## config.mk

```make
export PLATFORM = sky130hd
export DESIGN_NAME = int_ctrl
export DESIGN_NICKNAME = d
export VERILOG_FILES = /design/src/rtl/int_ctrl.sv
export SDC_FILE = /design/constraint.sdc
export NUM_CORES = 1
export LEC_CHECK = 0
export CORE_UTILIZATION = 35
export DETAILED_ROUTE_END_ITERATION = 10
export PLACE_DENSITY = 0.94
export SYNTH_ARGS = -nofsm -noshare
export SYNTH_HDL_FRONTEND = slang
export SYNTH_SLANG_ARGS = --single-unit
```

## constraint.sdc

```tcl
create_clock -name clk -period 6.1 [get_ports clk]
set_input_delay 1.83 -clock clk [delete_from_list [all_inputs] [get_ports clk]]
set_output_delay 1.83 -clock clk [all_outputs]
set_load 0.005 [all_outputs]
```

## src/rtl/int_ctrl.sv

```systemverilog
// rtl/int_ctrl.sv - interrupt controller: pending/mask/mode per source, priority claim, ack holdoff
module int_ctrl #(
  parameter int NSRC    = 3,
  parameter int HOLDOFF = 2
) (
  input  logic            clk,
  input  logic            reset,
  input  logic [2:0]      Addr,
  input  logic            WE,
  input  logic [31:0]     Din,
  output logic [31:0]     Dout,
  input  logic [NSRC-1:0] IRQIn,
  output logic [5:0]      HWInt,
  output logic            IRQ
);

  // Counter wide enough for HOLDOFF; one bit minimum so HOLDOFF = 0 still elaborates.
  localparam int HW = (HOLDOFF > 0) ? $clog2(HOLDOFF + 1) : 1;

  logic [NSRC-1:0] pend_q, pend_d;
  logic [NSRC-1:0] mask_q, mask_d;
  logic [NSRC-1:0] mode_q, mode_d;
  logic [NSRC-1:0] irq_prev_q;
  logic [HW-1:0]   hold_q, hold_d;

  logic            pend_wr, mask_wr, mode_wr;
  logic [NSRC-1:0] w1c, rise;
  logic [31:0]     claim;
  logic            unused_din;

  assign pend_wr = WE && (Addr == 3'd0);
  assign mask_wr = WE && (Addr == 3'd1);
  assign mode_wr = WE && (Addr == 3'd2);
  assign w1c     = pend_wr ? Din[NSRC-1:0] : '0;
  assign rise    = IRQIn & ~irq_prev_q;

  // Data bits above the implemented sources are ignored on every register.
  assign unused_din = ^Din[31:NSRC];

  // Next pending state: edge sources latch rises (a rise beats a W1C), level sources follow the line.
  always_comb begin
    pend_d = (mode_q & (rise | (pend_q & ~w1c))) | (~mode_q & IRQIn);
    mask_d = mask_wr ? Din[NSRC-1:0] : mask_q;
    mode_d = mode_wr ? Din[NSRC-1:0] : mode_q;
  end

  // Holdoff: any acknowledge of a real source (re)starts the count, otherwise count down to zero.
  always_comb begin
    hold_d = hold_q;
    if (pend_wr && (Din[NSRC-1:0] != '0)) begin
      hold_d = HW'(HOLDOFF);
    end else if (hold_q != '0) begin
      hold_d = hold_q - HW'(1);
    end
  end

  // State registers with synchronous reset.
  always_ff @(posedge clk) begin
    if (reset) begin
      pend_q     <= '0;
      mask_q     <= '0;
      mode_q     <= '0;
      irq_prev_q <= '0;
      hold_q     <= '0;
    end else begin
      pend_q     <= pend_d;
      mask_q     <= mask_d;
      mode_q     <= mode_d;
      irq_prev_q <= IRQIn;
      hold_q     <= hold_d;
    end
  end

  // Claim ID: lowest enabled pending source wins; holdoff is deliberately not applied here.
  always_comb begin
    claim = 32'hFFFF_FFFF;
    for (int i = NSRC - 1; i >= 0; i--) begin
      if (pend_q[i] && mask_q[i]) begin
        claim = 32'(i);
      end
    end
  end

  // CPU interrupt lines, suppressed while the holdoff counter runs.
  always_comb begin
    HWInt = '0;
    for (int i = 0; i < NSRC; i++) begin
      HWInt[i] = pend_q[i] & mask_q[i] & (hold_q == '0);
    end
  end

  assign IRQ = |HWInt;

  // Register read mux; unused offsets read zero.
  always_comb begin
    case (Addr)
      3'd0:    Dout = 32'(pend_q);
      3'd1:    Dout = 32'(mask_q);
      3'd2:    Dout = 32'(mode_q);
      3'd3:    Dout = claim;
      3'd4:    Dout = 32'(IRQIn);
      default: Dout = 32'h0;
    endcase
  end

endmodule
```

# After elaboration in Yosys (flattened, before gate mapping)
# Cells that the tools add are included.
# totals
reg_bits	14
inputBits	41
out_inout_bits	39
wordCells	47
# op_classes
add_sub_neg	1
eq_ne	4
muxes	7
bitwise_logic	15
reduce_logical	14
# op_table
operator	n
case mux 32 bit (5 select lines)	1
2-to-1 mux 32 bit	3
AND 3 bit	4
NOT 3 bit	3
logical AND 1 bit	7
AND 1 bit	6
equality test 3 x 2 -> 1 bit, second input constant	2
bitwise OR 3 bit	2
2-to-1 mux 2 bit	2
nonzero test 2 bit	2
equality test 3 x 1 -> 1 bit, second input constant	1
equality test 3 bit, second input constant	1
zero test 3 bit	1
2-to-1 mux 3 bit	1
nonzero test 3 bit	1
OR reduction 3 bit	1
zero test 2 bit	1
OR reduction 2 bit	1
subtractor 2 x 1 -> 2 bit, second input constant	1

# Depth between registers and ports, before layout
# depth
word_depth	8
mapped_depth	5

# Least setup slack after synthesis
# OpenSTA, ideal clock, no wires.
# synth_timing
path_kind	input to output
startpoint	input port Addr[1]
endpoint	output port Dout[10]
t_arrival_ns	2.938
slack_ns	1.332
cell_stages	4
cell_sequence	buf_4 > nand3_1 > nor2_2 > buf_4
# synth_between
elab_chain_len	2
word_cells_on_any_way	6
classes_between	eq/ne: 4; mux: 1; reduce/logical: 1
# synth_rtl
element	line	rtl
start, declared	8	input logic [2:0] Addr,
equality test 3 bit (tied with other cells)	96	case (Addr)
case mux 32 bit (5 select lines) (*)	96	
end, declared	11	output logic [31:0] Dout,
# Mark *: on every way between the ends. The rest lies on a longest branch, timed or not.

# Worst setup path in the final report
# layout_timing
startpoint	input port Addr[2]
endpoint	output port Dout[17]
# Same word-level chain as after synthesis.

==> flow_metrics.py <==
metrics = {
    "synthesis": {
        "synth-compound-area-share_pct": 11.8,
        "syn_area_per_cell_sq_um": 8.50,
        "synth_xor_area_share_pct": 0,
        "synthAdderAreaFrac_pct": 0,
        "synth_top_family_by_area": "buffers and inverters",
        "synth_cell_types": 27,
        "synth_top_area_cell": "dfxtp_1",
        "postSynthCellCount": 116,
        "synth-seq-area-share_pct": 28.4,
        "synthTopCellsByArea": "dfxtp_1 28%, buf_4 24%, mux2i_1 10%",
        "muxShareOfSynthArea_pct": 10.2,
        "yosysTopAreaCellShare_pct": 28.4,
        "synth_warnings": 0,
        "yosys.area_share.simple_pct": 23.0,
        "synthesis.area_sq_um": 986,
        "synth-seq-cells": 14,
    },
    "sta": {
        "finalHoldViolations": 0,
        "tightest_slew_ns": 0.508,
        "fin_ws_ns": 0.536,
        "finalCritPeriodShare_pct": 91.2,
        "slew_headroom_pct": 66.0,
        "finalClockSkew_ns": 0.000389,
        "rsz0062_at_grt": "no",
        "setup_tns_ns": 0,
        "slew_viol_final": 0,
        "setup_viol": 0,
        "fmax_mhz": 180,
        "finalCriticalPeriod_ns": 5.56,
    },
    "detailed_routing": {
        "via_per_inst": 4.98,
        "drt_iter0_markers": 17,
        "dr.pass1.iters": 4,
        "dr_wl_met3_um": 206,
        "route.top_layer_used": "met4",
        "vias": 841,
        "detail_route.wl_per_cell_um": 11.6,
        "wl_met2_um": 892,
        "drc": 0,
        "wl_met1_um": 842,
        "ant_nets": 0,
        "wl_mm": 1.96,
    },
    "run": {
        "cap_violations": 0,
    },
    "hold_path": {
        "hold_depth": 2,
        "hp-class": "reg -> reg",
    },
    "grt": {
        "grt_use_total_pct": 13.9,
        "overflow": 0,
        "grt_max_degree": 15,
        "grt_antenna_before_repair": 0,
        "grt_pass1_vias": 694,
        "grt_pass1_wl_mm": 3.07,
    },
    "clocking": {
        "clockBufferDepth": 2,
        "insertion_delay_ns": 0.27,
        "ctsHoldBuffers": 0,
        "postCtsSetupBuffers": 0,
        "cts_root_buf": "clkbuf_4",
        "clkSinkCount": 14,
        "cts_tree": "done",
        "cts_made_buffers": 3,
        "clk_pin_slew_worst_paths_ns": 0.08,
        "cts-resized-gates": 0,
        "htree_levels": 1,
    },
    "placement": {
        "preCtsSetupSlack_ns": 0.499,
        "portBuffers": 47,
        "dp_hpwl_mm": 1.55,
        "finalWeightedCongestion": 0.869,
    },
    "worst_setup_path": {
        "crit_family": "buffers and inverters",
        "ff2ff_path_depth": 3,
        "end_kind": "primary output",
        "cp-start-kind": "primary input",
        "max_stage_delay_ns": 0.58,
        "crit_buf_inv": 3,
        "path_cells": "clkdlybuf4s50_1 > nand2b_4 > nor2_2 > buf_4 > clkdlybuf4s50_1",
        "critPathSlowestCell": "clkdlybuf4s50_1",
        "critPathMaxFanout": 13,
        "cp_num_cells": 5,
        "crit_top_cell": "clkdlybuf4s50_1",
        "path_class": "in -> out",
        "crit_required_ns": 4.27,
        "worstPathArrival_ns": 3.73,
    },
    "power": {
        "p_per_area_mw_per_mm2": 161,
        "ir_drop_uv": 144,
        "cellLeakagePower_uw": 0.000499,
    },
    "layout": {
        "fill_cells": 239,
        "syn_to_final_growth_pct": 33.1,
        "finalNetCount": 181,
        "final_common_cell": "clkdlybuf4s50_1",
        "final_cell_mix": "47 x clkdlybuf4s50_1, 14 x dfxtp_1, 12 x nand2_1, 10 x nor2_1, 10 x mux2i_1",
        "final_layout_size_suffix_gt1_share_pct": 11.5,
        "antennaDiodeCount": 0,
    },
    "floorplanning": {
        "die_w_um": 55.1,
        "start_util_pct": 38.4,
        "core.rowCount": 18,
        "die_h_um": 55.1,
        "coreArea_sq_mm": 0.00257,
        "io_pins": 80,
        "die-area_sq_mm": 0.00303,
    },
    "outcome": {
        "status": "finished clean",
    },
}
registers in the layout (all words and copies together) (netlist names):
name and count:
hold_q 2, mask_q 3, irq_prev_q 3, mode_q 3, pend_q 3
final timing paths:
check | startpoint | slack, ns | end
hold / removal | irq_prev_q[0]$_SDFF_PP0_ | 0.48 | pend_q[0]$_SDFF_PP0_
hold reg to reg | irq_prev_q[0]$_SDFF_PP0_ | 0.48 | pend_q[0]$_SDFF_PP0_
setup / recovery | Addr[2] | 0.54 | Dout[17]
setup reg to reg | pend_q[0]$_SDFF_PP0_ | 5.25 | pend_q[0]$_SDFF_PP0_
cell type report:
cell class                      count  area [sq um]  area share [%]
Multi-Input combinational cell     69           454            34.6
Timing Repair Buffer               51           500            38.1
Clock buffer                        4          36.3            2.76
Sequential cell                    14           280            21.4
Tap cell                           30          37.5            2.86
Inverter                            1          3.75           0.286
report_power, final:
| part | total, uW | switching (uW) | internal (uW) | leakage [uW] |
|---|---|---|---|---|
| Sequential | 97.0 | 2.44 | 94.5 | 0.000115 |
| Clock | 64.9 | 28.6 | 36.3 | 0.0000210 |
| Combinational | 50.0 | 20.1 | 29.9 | 0.000363 |
routing by layer:
layer | GRT usage, % | vias to the layer above
met3 | 2.19 | 2
li1 | - | 407
met5 | 0 | -
met1 | 16.3 | 381
met4 | 5.00 | 0
met2 | 25.1 | 51
Yosys cell counts, drive strengths merged:
cell,number
a21o,3
nor3,5
o22ai,3
o31ai,1
nand3,2
a22oi,1
nor2b,4
inv,1
and3,1
dfxtp,14
buf,33
a31oi,1
nand2,12
nor2,12
conb,1
mux2i,10
a211oi,4
nor4b,1
nand2b,2
clkbuf,1
a21oi,3
a211o,1
logic make-up after synthesis:
| group | after synthesis |
|---|---|
| compound gates | 17 |
| mux | 10 |
| buf+inv | 35 |
| flops | 14 |
| other cells | 1 |
| simple gates | 39 |
stage by stage:
step	instance area (sq um)	util, %	hold WS (ns)	total power, uW	std cells
after floorplan	993	-	0.448	130	118
after global placement	1280	49.7	0.453	148	165
after detailed placement	1280	49.7	0.461	149	165
after CTS	1310	51.1	0.480	214	169
after global routing	1310	51.1	0.505	225	169
final	1310	51.1	0.478	212	169
worst register-to-register path: stages, from the launching register on:
cell,delay [ns]
dfxtp_1,0.38
nand2_1,0.07
a211oi_1,0.24
a21o_1,0.11
No activity file was read; power rests on OpenSTA's default activity.
